File: config.mk
export PLATFORM = sky130hd
export DESIGN_NAME = sprite_layer
export DESIGN_NICKNAME = d
export VERILOG_FILES = /design/src/rtl/sprite_pkg.sv /design/src/rtl/sprite_layer_rom.sv /design/src/rtl/sprite_layer.sv
export SDC_FILE = /design/constraint.sdc
export NUM_CORES = 1
export LEC_CHECK = 0
export ABC_AREA = 1
export CAP_MARGIN = 20
export CORE_UTILIZATION = 50
export DETAILED_ROUTE_END_ITERATION = 7
export HOLD_SLACK_MARGIN = 0.05
export PLACE_DENSITY_LB_ADDON = 0.3
export REMOVE_ABC_BUFFERS = 1
export SETUP_SLACK_MARGIN = 0.15
export SLEW_MARGIN = 20
export SYNTH_ARGS = -nofsm -noshare
export SYNTH_HDL_FRONTEND = slang
export SYNTH_SLANG_ARGS = --single-unit
File: constraint.sdc
create_clock -name vga_clk -period 5.85 [get_ports vga_clk]
set_input_delay 1.17 -clock vga_clk [delete_from_list [all_inputs] [get_ports vga_clk]]
set_output_delay 1.17 -clock vga_clk [all_outputs]
set_load 0.02 [all_outputs]
File: src/rtl/sprite_pkg.sv
// Shared types, screen geometry and the colour palette for the sprite layer.
//   rgb444_t  : packed 4:4:4 colour
//   H_ACTIVE  : visible pixels per line
//   V_ACTIVE  : visible lines per frame
//   palette() : combinational 16-entry index -> RGB444 lookup
package sprite_pkg;

    typedef struct packed {
        logic [3:0] r;
        logic [3:0] g;
        logic [3:0] b;
    } rgb444_t;

    localparam int H_ACTIVE = 640;
    localparam int V_ACTIVE = 480;

    function automatic rgb444_t palette(input logic [3:0] idx);
        rgb444_t c;
        case (idx)
            4'd0:    c = 12'h000;
            4'd1:    c = 12'h00A;
            4'd2:    c = 12'h0A0;
            4'd3:    c = 12'h0AA;
            4'd4:    c = 12'hA00;
            4'd5:    c = 12'hF80;
            4'd6:    c = 12'hA50;
            4'd7:    c = 12'hAAA;
            4'd8:    c = 12'h555;
            4'd9:    c = 12'h55F;
            4'd10:   c = 12'h5F5;
            4'd11:   c = 12'h5FF;
            4'd12:   c = 12'hF55;
            4'd13:   c = 12'hF5F;
            4'd14:   c = 12'hFF5;
            4'd15:   c = 12'hFFF;
            default: c = 12'h000;
        endcase
        return c;
    endfunction

endpackage

File: src/rtl/sprite_layer_rom.sv
// Synchronous sprite pixel ROM, one palette index (4 bits) per word,
// one-cycle read latency.
//   vga_clk : pixel clock
//   reset_n : asynchronous active-low reset (clears the read register)
//   addr_i  : word address, frame-major then row-major
//   data_o  : palette index registered from addr_i on the previous edge
module sprite_layer_rom #(
    parameter int DEPTH  = 4096,
    parameter int ADDR_W = 12
) (
    input  logic              vga_clk,
    input  logic              reset_n,
    input  logic [ADDR_W-1:0] addr_i,
    output logic [3:0]        data_o
);

    logic [3:0] data_q;
    logic [3:0] data_d;

    // Image content is a fixed arithmetic pattern: index 5 at word 0 of
    // frame 0, a different colour at word 0 of every frame, and scattered
    // transparent (0) pixels inside each frame.
    function automatic logic [3:0] pixel_at(input logic [ADDR_W-1:0] a);
        logic [31:0] a32;
        logic [31:0] v;
        a32 = 32'(a);
        v   = a32 * 32'd7 + (a32 >> 5) * 32'd3 + (a32 >> 10) * 32'd5 + 32'd5;
        return 4'(v);
    endfunction

    // Content lookup; words beyond the stored frames read as transparent.
    always_comb begin
        data_d = 4'd0;
        if (32'(addr_i) < DEPTH) begin
            data_d = pixel_at(addr_i);
        end else begin
            data_d = 4'd0;
        end
    end

    // Read register giving the one-cycle latency.
    always_ff @(posedge vga_clk or negedge reset_n) begin
        if (!reset_n) begin
            data_q <= 4'd0;
        end else begin
            data_q <= data_d;
        end
    end

    assign data_o = data_q;

endmodule

File: src/rtl/sprite_layer.sv
// Animated, scalable sprite composited over a background video stream.
// Latency two pixel clocks, one pixel per clock.
//   vga_clk, reset_n            : pixel clock, asynchronous active-low reset
//   DrawX, DrawY, blank         : current pixel coordinate, 1 = active video
//   pos_x, pos_y, pos_valid     : requested top-left corner + load strobe
//   anim_en                     : 1 = animation advances at frame ticks
//   bg_red, bg_green, bg_blue   : background pixel for the same coordinate
//   red, green, blue, hit       : registered composited pixel, opaque flag
module sprite_layer
    import sprite_pkg::*;
#(
    parameter int SPR_W           = 32,
    parameter int SPR_H           = 32,
    parameter int SCALE_LOG2      = 0,
    parameter int NUM_FRAMES      = 4,
    parameter int FRAME_PERIOD    = 8,
    parameter int TRANSPARENT_IDX = 0
) (
    input  logic       vga_clk,
    input  logic       reset_n,
    input  logic [9:0] DrawX,
    input  logic [9:0] DrawY,
    input  logic       blank,
    input  logic [9:0] pos_x,
    input  logic [9:0] pos_y,
    input  logic       pos_valid,
    input  logic       anim_en,
    input  logic [3:0] bg_red,
    input  logic [3:0] bg_green,
    input  logic [3:0] bg_blue,
    output logic [3:0] red,
    output logic [3:0] green,
    output logic [3:0] blue,
    output logic       hit
);

    localparam int          DEPTH   = NUM_FRAMES * SPR_W * SPR_H;
    localparam int          ADDR_W  = $clog2(DEPTH);
    localparam int          FRAME_W = (NUM_FRAMES > 1) ? $clog2(NUM_FRAMES) : 1;
    localparam int          TICK_W  = (FRAME_PERIOD > 1) ? $clog2(FRAME_PERIOD) : 1;
    localparam logic [10:0] BOX_W   = 11'(SPR_W << SCALE_LOG2);
    localparam logic [10:0] BOX_H   = 11'(SPR_H << SCALE_LOG2);

    // Position and animation state
    logic [9:0]         act_x_q, act_x_d, act_y_q, act_y_d;
    logic [9:0]         pend_x_q, pend_x_d, pend_y_q, pend_y_d;
    logic               pend_flag_q, pend_flag_d;
    logic [TICK_W-1:0]  tick_cnt_q, tick_cnt_d;
    logic [FRAME_W-1:0] anim_frame_q, anim_frame_d;

    // Pipeline
    logic               in_box_q, blank_q;
    rgb444_t            bg_q, bg_s;
    rgb444_t            out_q, out_d;
    logic               hit_q, hit_d;

    logic               frame_tick_s;
    logic               in_box_s;
    logic [10:0]        dx_s, dy_s, ax_s, ay_s, rel_x_s, rel_y_s;
    logic [ADDR_W-1:0]  addr_s;
    logic [3:0]         rom_data_s;

    assign frame_tick_s = (DrawX == 10'd0) && (DrawY == 10'(V_ACTIVE));
    assign bg_s         = '{r: bg_red, g: bg_green, b: bg_blue};

    // Position double-buffer: requests wait for the frame tick so the
    // sprite never moves mid-frame; a request on the tick itself is direct.
    always_comb begin
        act_x_d     = act_x_q;
        act_y_d     = act_y_q;
        pend_x_d    = pend_x_q;
        pend_y_d    = pend_y_q;
        pend_flag_d = pend_flag_q;
        if (frame_tick_s && pos_valid) begin
            act_x_d     = pos_x;
            act_y_d     = pos_y;
            pend_flag_d = 1'b0;
        end else if (frame_tick_s && pend_flag_q) begin
            act_x_d     = pend_x_q;
            act_y_d     = pend_y_q;
            pend_flag_d = 1'b0;
        end else if (pos_valid) begin
            pend_x_d    = pos_x;
            pend_y_d    = pos_y;
            pend_flag_d = 1'b1;
        end else begin
            pend_flag_d = pend_flag_q;
        end
    end

    // Animation: FRAME_PERIOD enabled ticks per animation step.
    always_comb begin
        tick_cnt_d   = tick_cnt_q;
        anim_frame_d = anim_frame_q;
        if (frame_tick_s && anim_en) begin
            if (tick_cnt_q == TICK_W'(FRAME_PERIOD - 1)) begin
                tick_cnt_d = '0;
                if (anim_frame_q == FRAME_W'(NUM_FRAMES - 1)) begin
                    anim_frame_d = '0;
                end else begin
                    anim_frame_d = anim_frame_q + FRAME_W'(1);
                end
            end else begin
                tick_cnt_d = tick_cnt_q + TICK_W'(1);
            end
        end else begin
            tick_cnt_d = tick_cnt_q;
        end
    end

    // Box test and ROM address. 11-bit compares keep pos+size from wrapping;
    // the visible-area limits stop a box near the edge spilling over.
    always_comb begin
        dx_s     = {1'b0, DrawX};
        dy_s     = {1'b0, DrawY};
        ax_s     = {1'b0, act_x_q};
        ay_s     = {1'b0, act_y_q};
        rel_x_s  = dx_s - ax_s;
        rel_y_s  = dy_s - ay_s;
        in_box_s = (dx_s >= ax_s) && (dx_s < ax_s + BOX_W) && (dx_s < 11'(H_ACTIVE))
                && (dy_s >= ay_s) && (dy_s < ay_s + BOX_H) && (dy_s < 11'(V_ACTIVE));
        addr_s   = '0;
        if (in_box_s) begin
            addr_s = ADDR_W'(anim_frame_q) * ADDR_W'(SPR_W * SPR_H)
                   + ADDR_W'(rel_y_s >> SCALE_LOG2) * ADDR_W'(SPR_W)
                   + ADDR_W'(rel_x_s >> SCALE_LOG2);
        end else begin
            addr_s = '0;
        end
    end

    // Position and animation registers.
    always_ff @(posedge vga_clk or negedge reset_n) begin
        if (!reset_n) begin
            act_x_q      <= 10'd0;
            act_y_q      <= 10'd0;
            pend_x_q     <= 10'd0;
            pend_y_q     <= 10'd0;
            pend_flag_q  <= 1'b0;
            tick_cnt_q   <= '0;
            anim_frame_q <= '0;
        end else begin
            act_x_q      <= act_x_d;
            act_y_q      <= act_y_d;
            pend_x_q     <= pend_x_d;
            pend_y_q     <= pend_y_d;
            pend_flag_q  <= pend_flag_d;
            tick_cnt_q   <= tick_cnt_d;
            anim_frame_q <= anim_frame_d;
        end
    end

    sprite_layer_rom #(
        .DEPTH  (DEPTH),
        .ADDR_W (ADDR_W)
    ) u_rom (
        .vga_clk (vga_clk),
        .reset_n (reset_n),
        .addr_i  (addr_s),
        .data_o  (rom_data_s)
    );

    // Stage 1: delay box/blank/background to line up with ROM data.
    always_ff @(posedge vga_clk or negedge reset_n) begin
        if (!reset_n) begin
            in_box_q <= 1'b0;
            blank_q  <= 1'b0;
            bg_q     <= 12'h000;
        end else begin
            in_box_q <= in_box_s;
            blank_q  <= blank;
            bg_q     <= bg_s;
        end
    end

    // Compositing: blanking forces black, opaque sprite pixels win over bg.
    always_comb begin
        out_d = bg_q;
        hit_d = 1'b0;
        if (!blank_q) begin
            out_d = 12'h000;
            hit_d = 1'b0;
        end else if (in_box_q && (rom_data_s != 4'(TRANSPARENT_IDX))) begin
            out_d = palette(rom_data_s);
            hit_d = 1'b1;
        end else begin
            out_d = bg_q;
            hit_d = 1'b0;
        end
    end

    // Stage 2: output registers.
    always_ff @(posedge vga_clk or negedge reset_n) begin
        if (!reset_n) begin
            out_q <= 12'h000;
            hit_q <= 1'b0;
        end else begin
            out_q <= out_d;
            hit_q <= hit_d;
        end
    end

    assign red   = out_q.r;
    assign green = out_q.g;
    assign blue  = out_q.b;
    assign hit   = hit_q;

endmodule

==> out/qor.yml, run 1 <==
sta:
  clock_skew_ps: 11.2
  post-route-min-period_ps: 6660
  fin_ws_ps: -808
  finalCritPeriodShare: 1.14
  finalHoldViolCount: 0
  worst_pin_slew_ps: 854
  whs_ps: 488
  setup_tns_ps: -855
  rsz0062_at_grt: "true"
  relSlewSlack: 0.429
  finalSetupViolCount: 2
  fmax_mhz: 150
  drv_slew: 0
detailed_routing:
  ant_nets: 0
  via_per_inst: 5.06
  drt-total-wl_um: 11600
  post-route-drc-count: 0
  post_drt_wl_per_cell_um: 13.1
  drtPass1Iterations: 5
  drt_iter0_drc: 131
  vias: 4466
logic_synthesis:
  synth_xor_xnor_area_share: 0.0363
  yosys-top-cells-count: "111 x nand2_1, 81 x inv_1, 77 x dfrtp_1"
  synth_flop_cell: "dfrtp_1"
  ys_ff_latch: 77
  yosys.area_share.adder: 0.161
  synth_top_area_share: 0.380
  synth_cell_type_count: 34
  yosys.area.top_type: "dfrtp_1"
  synth-seq-area-share: 0.380
  synth-simple-area-share: 0.207
  syn_area_um2: 5070
  synth.avg_cell_area_um2: 8.45
  synth_compound_area_frac: 0.0962
  synth_async_sr_flop_share: 1.00
  synth_edf_count: 0
  yosys_warnings: 0
  synth.area.top_cells: "dfrtp_1 38%, ha_1 13%, nand2_1 8.2%"
  post-synth-top-count-cell: "nand2_1"
  synthMuxAreaShare: 0.0444
  synth_top_family_by_area: "simple AND/OR/NAND/NOR gates"
  syn_inst: 600
global_routing:
  antenna_found_initial: 0
  grt_pass1_wl_um: 18900
  grt_max_degree: 78
  grt_pass1_vias: 4322
  grt.overflow.total: 0
  grt_use_total: 0.234
die:
  die_area_um2: 10500
  start_util: 0.516
  die_h_um: 103
  fp.dieW_um: 103
  rows: 36
  ios: 70
  core_um2: 9820
place:
  dp_hpwl_um: 9010
  numPortBuffers: 69
  place.gp.congestion: 0.907
  placed_cell_area_um2: 6400
  placed_cells: 859
  dp_slack_ps: -1940
final_layout:
  final_cells: 882
  diodes: 0
  fin_util: 0.699
  final_layout_size_suffix_gt1_frac: 0.228
  area_delta_synth_final_pct: 35.4
  stdcell_area_um2: 6860
  nNetsFinal: 861
clocking:
  cts_tree: "done"
  htree_levels: 3
  cts_buffer_depth: 2
  insertion_delay_ps: 360
  cts_made_buffers: 9
  clk_pin_slew_worst_paths_ps: 80
  cts.sinks: 77
  ctsHoldBuffers: 0
  clock-root-buffer: "clkbuf_8"
status:
  outcome: "finished with violations"
  violations: "setup timing"
min_path:
  min_path_type: "reg2reg"
worst_setup_path:
  crit_fanout: 3
  crit_path_frequent_cell: "nand2_1"
  critPathBufInv: 6
  cp_slowest_stage_delay_ps: 470
  cp.required_ps: 6100
  worstPathArrival_ps: 6910
  crit_family: "adder cells"
  end_kind: "flop"
  critical_path_class: "in2reg"
  worstSetupStartpointType: "input port"
  cpMaxStageDelayCell: "fa_1"
pwr:
  leakage_nw: 3.49
  ir_drop_v: 0.000215
  report.power.total_mw: 1.28
  power_density_nw_per_um2: 186
job:
  cap_violations: 0
## tightest hold or removal path, stage by stage (launching register included)
cell and delay, ps:
dfrtp_1 330, nor2_1 40, nor2_1 90
## state kept, by name, indices dropped and copies added (netlist names)
name and count:
green 4, blue 4, anim_frame_q 2, pend_y_q 10, in_box_q 1, hit 1
tick_cnt_q 3, pend_flag_q 1, blank_q 1, u_rom.data_o 4, act_y_q 10, red 4
act_x_q 10, bg_q 12, pend_x_q 10
## cell type report
cell class / instances / area (um2)
Tap cell: 133 / 166
Clock inverter: 6 / 93.8
Timing Repair Buffer: 146 / 1290
Fill cell: 798 / 2960
Inverter: 86 / 325
Clock buffer: 10 / 138
Multi-Input combinational cell: 424 / 2920
Sequential cell: 77 / 1930
## cells in the final DEF, fill, tap and decap left out, types with 7 or more instances in the layout
cell,synthesis,routed
a21oi_1,16,13
buf_4,0,77
clkbuf_8,0,10
clkdlybuf4s50_1,0,62
dfrtp_1,77,77
ha_1,51,42
ha_4,0,7
inv_1,81,74
inv_2,4,10
mux2_2,20,20
nand2_1,111,108
nand2_2,5,8
nand3_1,32,29
nand4_1,7,7
nor2_1,68,65
o21ai_0,36,34
o22ai_1,13,13
xnor2_1,10,10
xor2_1,11,10
## worst paths after layout
kind	start	end	slack [ps]	cells after the start
worst max-delay path	DrawX[6]	u_rom.data_o[3]$_DFF_PN0_	-810	31
worst min-delay path	bg_q[10]$_DFF_PN0_	red[2]$_DFF_PN0_	490	2
worst max register to register	act_x_q[0]$_DFFE_PN0N_	u_rom.data_o[3]$_DFF_PN0_	-300	36
worst min register to register	bg_q[10]$_DFF_PN0_	red[2]$_DFF_PN0_	490	2
max in group asynchronous	reset_n	pend_y_q[0]$_DFFE_PN0P_	4540	2
min in group asynchronous	reset_n	bg_q[4]$_DFF_PN0_	750	1
## power breakdown
group          switching (mW)  internal (mW)
Clock                   0.210          0.255
Sequential            0.00956          0.554
Combinational           0.115          0.136
Total                   0.335          0.945
## layer usage
metal	global-route usage	wire length, um	share of wire
met1	0.281	4950	0.43
met2	0.413	5850	0.51
met3	0.0441	501	0.043
met4	0.0901	274	0.024
met5	0	0	0
## cells by family (layout without fill, tap and decap cells)
family,Yosys count,in the layout
AO/OA/AOI/OAI,83,83
AND/OR/NAND/NOR,240,240
buffers and inverters,99,248
XOR/XNOR,21,21
adder cells (fa/ha/maj),60,60
flip-flops,77,77
multiplexers,20,20
## timing repair
item / CTS / global route
endpoints found under the setup margin: 3 / 2
pin swaps: 35 / 21
buffers inserted: 3 / 3
gates resized for setup: 38 / 12
Power figures use the tool's default switching activity.
==> inputs of run 2 (changes only) <==
CORE_MARGIN = 3   (was default)
CTS_CLUSTER_DIAMETER = 50   (was default)
==> run 2 against run 1 <==
  * The flow still finishes with violations (setup timing)
  * Sequential share of layout area decreased by 0.88 points
  * Sequential cell count unchanged
  * Combinational power rose by 22%
  * Clock power shrank 17%
  * Largest power group unchanged
  * Highest routed layer unchanged
==> out/qor.yml, run 2 (synthesized netlist as in run 1, its figures left out) <==
job:
  cap_violations: 0  # unchanged
worst_setup_path:
  end_kind: "flop"
  crit_path_frequent_cell: "nand2_1"
  worstSetupStartpointType: "input port"
  reg2reg_slack_ps: -540  # -240 ps
  cpMaxStageDelayCell: "fa_2"
  cp.required_ps: 6100  # about the same
  worstPathArrival_ps: 7160  # +250 ps
  critical_path_class: "in2reg"
  crit_fanout: 4  # +1
  cp_slowest_stage_delay_ps: 610  # +140 ps
sta:
  worst_pin_slew_ps: 944  # +89.7 ps
  finalCritPeriodShare: 1.18  # +0.0417
  finalHoldViolCount: 0  # unchanged
  rsz0062_at_grt: "true"
  whs_ps: 495  # +7.25 ps
  post-route-min-period_ps: 6900  # +244 ps
  clock_skew_ps: 7.04  # -4.20 ps
  finalSetupViolCount: 2  # unchanged
  fmax_mhz: 145  # -3.5%
  relSlewSlack: 0.371  # -0.0584
  drv_slew: 0  # unchanged
  fin_ws_ps: -1050  # -244 ps
final_layout:
  diodes: 0  # unchanged
  final_common_cell: "nand2_1"
  final_cell_mix: "104 x nand2_1, 101 x buf_4, 77 x dfrtp_1"
  final_cells: 909  # +3.1%
  area_delta_synth_final_pct: 39.7
  multi_input_area_um2: 2990  # +2.2%
  nFillCells: 732  # -8.3%
  final_layout_size_suffix_gt1_frac: 0.267  # +0.0384
  regArea_um2: 1930  # unchanged
  largest_register_ffs: 12  # unchanged
  regMostFlops: "bg_q"
  stdcell_area_um2: 7090  # +3.2%
  nNetsFinal: 888  # +3.1%
global_routing:
  grt_pass1_wl_um: 20700  # +9.5%
  grt_pass1_vias: 4608  # +6.6%
  grt_use_total: 0.227  # -0.00658
  antenna_found_initial: 0  # unchanged
  grt_max_degree: 78  # unchanged
  grt.overflow.total: 0  # unchanged
place:
  numPortBuffers: 69  # unchanged
  placed_cell_area_um2: 6420  # +0.35%
  dp_slack_ps: -2000  # -54.5 ps
  placed_cells: 862  # +0.35%
  place.gp.congestion: 0.931  # +2.6%
  dp_hpwl_um: 9240  # +2.6%
clocking:
  cts_buffer_depth: 2  # unchanged
  cts.sinks: 77  # unchanged
  clk_pin_slew_worst_paths_ps: 80  # about the same
  cts_made_buffers: 9  # unchanged
  cts_tree: "done"
  htree_levels: 3  # unchanged
  insertion_delay_ps: 350  # about the same
  clock-root-buffer: "clkbuf_8"
pwr:
  leakage_nw: 3.60  # +3.2%
  power_density_nw_per_um2: 177  # -4.8%
  ir_drop_v: 0.000208  # -3.3%
die:
  die_area_um2: 11400  # +7.9%
  core_um2: 9820  # unchanged
  ios: 70  # unchanged
  rows: 36  # unchanged
  start_util: 0.516  # unchanged
  die_h_um: 107  # +3.9%
  fp.dieW_um: 107  # +3.9%
status:
  outcome: "finished with violations"
  violations: "setup timing"
min_path:
  min_path_type: "reg2reg"
detailed_routing:
  post_drt_wl_per_cell_um: 14.1  # +7.7%
  drt-total-wl_um: 12800  # +11%
  ant_nets: 0  # unchanged
  drt_iter0_drc: 289  # +120%
  via_per_inst: 5.20  # +2.8%
  vias: 4730  # +5.9%
  post-route-drc-count: 0  # unchanged
  drtPass1Iterations: 5  # unchanged
-- run 2: cell types whose count changed in the layout (fill, tap and decap cells not counted), moves of 2 or more --
cell	change
nand2_2	+2
nand3_1	-2
nand2_1	-4
nand2_4	+2
bufinv_16	-2
inv_6	+2
fa_1	-2
buf_6	+4
buf_4	+24
fa_2	+2
nand3_4	+2
-- run 2: worst max-delay path, delay by kind of cell --
family                     cells  cell delay [ps]
adders and majority gates      9             3300
AOI/OAI and AO/OA              4              500
and+or+nand+nor               15             1300
xor gates and xnor gates       2              460
buffers and inverters          8              440
-- run 2: per-layer routing --
layer  up-vias  share of wire  global-route usage
li1       2304              -                   -
met1      2244           0.41               0.268
met2       142           0.51               0.402
met3        40          0.042              0.0367
met4         0          0.033               0.110
met5         -              0                   0
-- run 2: power by group --
part	switching [mW]	leakage (nW)	internal, mW
combinational	0.141	2.64	0.165
clock	0.223	0.0936	0.163
sequential	0.00997	0.872	0.554
total	0.374	3.60	0.883
-- run 2: final cells by class --
cell class / count / share of cell area
Multi-Input combinational cell: 424 / 0.422
Sequential cell: 77 / 0.272
Timing Repair Buffer: 173 / 0.209
Inverter: 86 / 0.0463
Tap cell: 133 / 0.0235
Clock buffer: 9 / 0.0175
Clock inverter: 7 / 0.00954
-- run 2: path summary, 6_finish.rpt --
kind / to / from / depth (start not counted)
max: u_rom.data_o[3]$_DFF_PN0_ / DrawX[0] / 38
min: blue[1]$_DFF_PN0_ / bg_q[1]$_DFF_PN0_ / 2
max reg2reg: u_rom.data_o[3]$_DFF_PN0_ / act_x_q[0]$_DFFE_PN0N_ / 36
min reg2reg: blue[1]$_DFF_PN0_ / bg_q[1]$_DFF_PN0_ / 2
max in group asynchronous: pend_x_q[1]$_DFFE_PN0P_ / reset_n / 1
min in group asynchronous: bg_q[6]$_DFF_PN0_ / reset_n / 1
-- run 2: what timing repair did --
action / in CTS / in global routing
setup buffers: 29 / 2
setup endpoints to repair: 3 / 3
cloned: 0 / 0
gates resized for setup: 39 / 31
pin swaps: 34 / 24
hold buffers: 0 / 0
-- run 2: metrics by stage --
stage               power, mW  TNS, ps   util
floorplan               0.682    -1360      -
global placement        0.795    -3020  0.654
detailed placement      0.805    -3780  0.654
CTS                      1.23    -1120  0.706
global route             1.32    -1550  0.722
finish                   1.26    -1270  0.722
==> inputs of run 3 (changes only) <==
ABC_CLOCK_PERIOD_IN_PS = 5850   (was default)
CORE_UTILIZATION = 58   (was 50)
DONT_BUFFER_PORTS = 1   (was default)
==> run 3 against run 2 <==
  * The run still ends with setup timing left
  * Combinational power down 39%
  * Largest cell class unchanged
  * Sequential share of layout area up 4.5 points
  * Critical endpoint unchanged
  * Die area down 13%
  * Register-to-register slack better by 100 ps
==> out/qor.yml, run 3 (synthesized netlist as in run 1, its figures left out) <==
detailed_routing:
  via_per_inst: 5.62  # +8.1%
  post-route-drc-count: 0  # unchanged
  drt_iter0_drc: 197  # -32%
  ant_nets: 0  # unchanged
  drtPass1Iterations: 5  # unchanged
  drt-total-wl_um: 12900  # +0.18%
  vias: 4426  # -6.4%
  post_drt_wl_per_cell_um: 16.4  # +16%
sta:
  relSlewSlack: 0.437  # +0.0660
  fmax_mhz: 150  # +3.3%
  finalHoldViolCount: 0  # unchanged
  finalSetupViolCount: 2  # unchanged
  worst_pin_slew_ps: 842  # -101 ps
  setup_tns_ps: -912  # +360 ps
  finalCritPeriodShare: 1.14  # -0.0379
  fin_ws_ps: -830  # +222 ps
  clock_skew_ps: 11.6  # +4.60 ps
  rsz0062_at_grt: "true"
  drv_slew: 0  # unchanged
  post-route-min-period_ps: 6680  # -222 ps
clocking:
  ctsHoldBuffers: 0  # unchanged
  htree_levels: 3  # unchanged
  cts_made_buffers: 9  # unchanged
  insertion_delay_ps: 360  # about the same
  cts.sinks: 77  # unchanged
  cts_buffer_depth: 2  # unchanged
  clk_pin_slew_worst_paths_ps: 90  # about the same
  clock-root-buffer: "clkbuf_8"
  cts_tree: "done"
die:
  die_area_um2: 9900  # -13%
  die_h_um: 99.5  # -6.8%
  core_um2: 8340  # -15%
  fp.dieW_um: 99.5  # -6.8%
  rows: 33  # -8.3%
  ios: 70  # unchanged
  start_util: 0.608  # +0.0916
min_path:
  min_path_type: "reg2reg"
  hp-start: "pend_flag_q$_DFFE_PN0P_"
place:
  numPortBuffers: 0  # -100%
  place.gp.congestion: 0.908  # -2.4%
  dp_hpwl_um: 8730  # -5.5%
  dp_slack_ps: -1350  # +645 ps
final_layout:
  area_delta_synth_final_pct: 19.9
  final_common_cell: "nand2_1"
  diodes: 0  # unchanged
  regMostFlops: "bg_q"
  final_layout_size_suffix_gt1_frac: 0.240  # -0.0263
  final_cell_mix: "109 x nand2_1, 79 x buf_4, 77 x dfrtp_1"
  largest_register_ffs: 12  # unchanged
  nNetsFinal: 794  # -11%
worst_setup_path:
  end_kind: "flop"
  cp_slowest_stage_delay_ps: 440  # -170 ps
  critical_path_class: "in2reg"
  cp.required_ps: 6110  # about the same
  r2r-start: "act_x_q[0]$_DFFE_PN0N_"
  worstPathArrival_ps: 6940  # -220 ps
  cpMaxStageDelayCell: "fa_1"
  worstSetupStartpoint: "DrawX[0]"
  crit_fanout: 2  # -2
  crit_path_frequent_cell: "buf_4"
  worstSetupStartpointType: "input port"
pwr:
  leakage_nw: 3.20  # -11%
  combPwrFrac: 0.164  # -0.080
  swShare: 0.290  # -0.00796
  internal-power_uw: 815  # -7.7%
  clkPwrFrac: 0.339  # +0.031
  power_density_nw_per_um2: 189  # +6.4%
  seq_power_share: 0.497  # +0.048
  power.switching_uw: 332  # -11%
  ir_drop_v: 0.000179  # -14%
global_routing:
  grt_max_degree: 78  # unchanged
  busiest_layer: "met2"
  grt_pass1_vias: 4699  # +2.0%
  antenna_found_initial: 0  # unchanged
  grt_use_met3: 0.0687  # +0.0320
  grt_use_total: 0.271  # +0.0435
  met2_usage: 0.470  # +0.0675
  grt.overflow.total: 0  # unchanged
  gr-usage-met1: 0.309  # +0.0411
  grt_pass1_wl_um: 21300  # +2.7%
status:
  outcome: "finished with violations"
  violations: "setup timing"
job:
  cap_violations: 0  # unchanged
## run 3: power groups by stage
stage | logic (mW) | registers, mW | clock network (mW)
floorplan | 0.104 | 0.578 | 0
global route | 0.207 | 0.572 | 0.418
finish | 0.188 | 0.570 | 0.389
global placement | 0.145 | 0.579 | 0
CTS | 0.174 | 0.570 | 0.392
detailed placement | 0.151 | 0.581 | 0
## run 3: worst max-delay path, delay by kind of cell
family        cells  cell delay [ps]
simple gates      9              840
xor+xnor          2              380
buf+inv          29             3280
fa+ha+maj         4             1270
## run 3: repair_timing
action / CTS / global route
cloned: 0 / 0
hold endpoints to repair: 0 / 0
buffers inserted: 29 / 0
resized for setup: 26 / 10
pin swaps: 12 / 6
endpoints found under the setup margin: 2 / 2
## run 3: layout make-up
class / instances / area (um2)
repair buffers: 79 / 593
fillers: 590 / 2260
clock buffers: 9 / 124
clock inverters: 7 / 63.8
flip-flops and latches: 77 / 1930
inverters: 86 / 349
well taps: 105 / 131
multi-input cells: 424 / 2890
## run 3: final timing paths
check	endpoint	slack [ps]	depth (start not counted)
worst max register to register	u_rom.data_o[3]$_DFF_PN0_	-440	43
worst min register to register	pend_flag_q$_DFFE_PN0P_	490	2
worst min-delay path	pend_flag_q$_DFFE_PN0P_	490	2
worst max-delay path	u_rom.data_o[3]$_DFF_PN0_	-830	44
max in group asynchronous	tick_cnt_q[2]$_DFFE_PN0P_	5180	0
min in group asynchronous	green[0]$_DFF_PN0_	500	0
## run 3: per-layer routing
layer | up-vias | routed length (um)
met1 | 2094 | 5100
met3 | 55 | 639
li1 | 2119 | -
met4 | 0 | 582
met5 | - | 0
met2 | 158 | 6550
## run 3: metrics by stage
stage / utilization / instances / instance area, um2 / hold WS (ps) / total power [mW]
2_1_floorplan: - / 587 / 5020 / 453 / 0.682
3_3_place_gp: 0.662 / 742 / 5530 / 465 / 0.724
3_5_place_dp: 0.662 / 742 / 5530 / 473 / 0.732
4_1_cts: 0.723 / 787 / 6030 / 490 / 1.14
5_1_grt: 0.729 / 787 / 6080 / 474 / 1.20
6_report: 0.729 / 787 / 6080 / 494 / 1.15
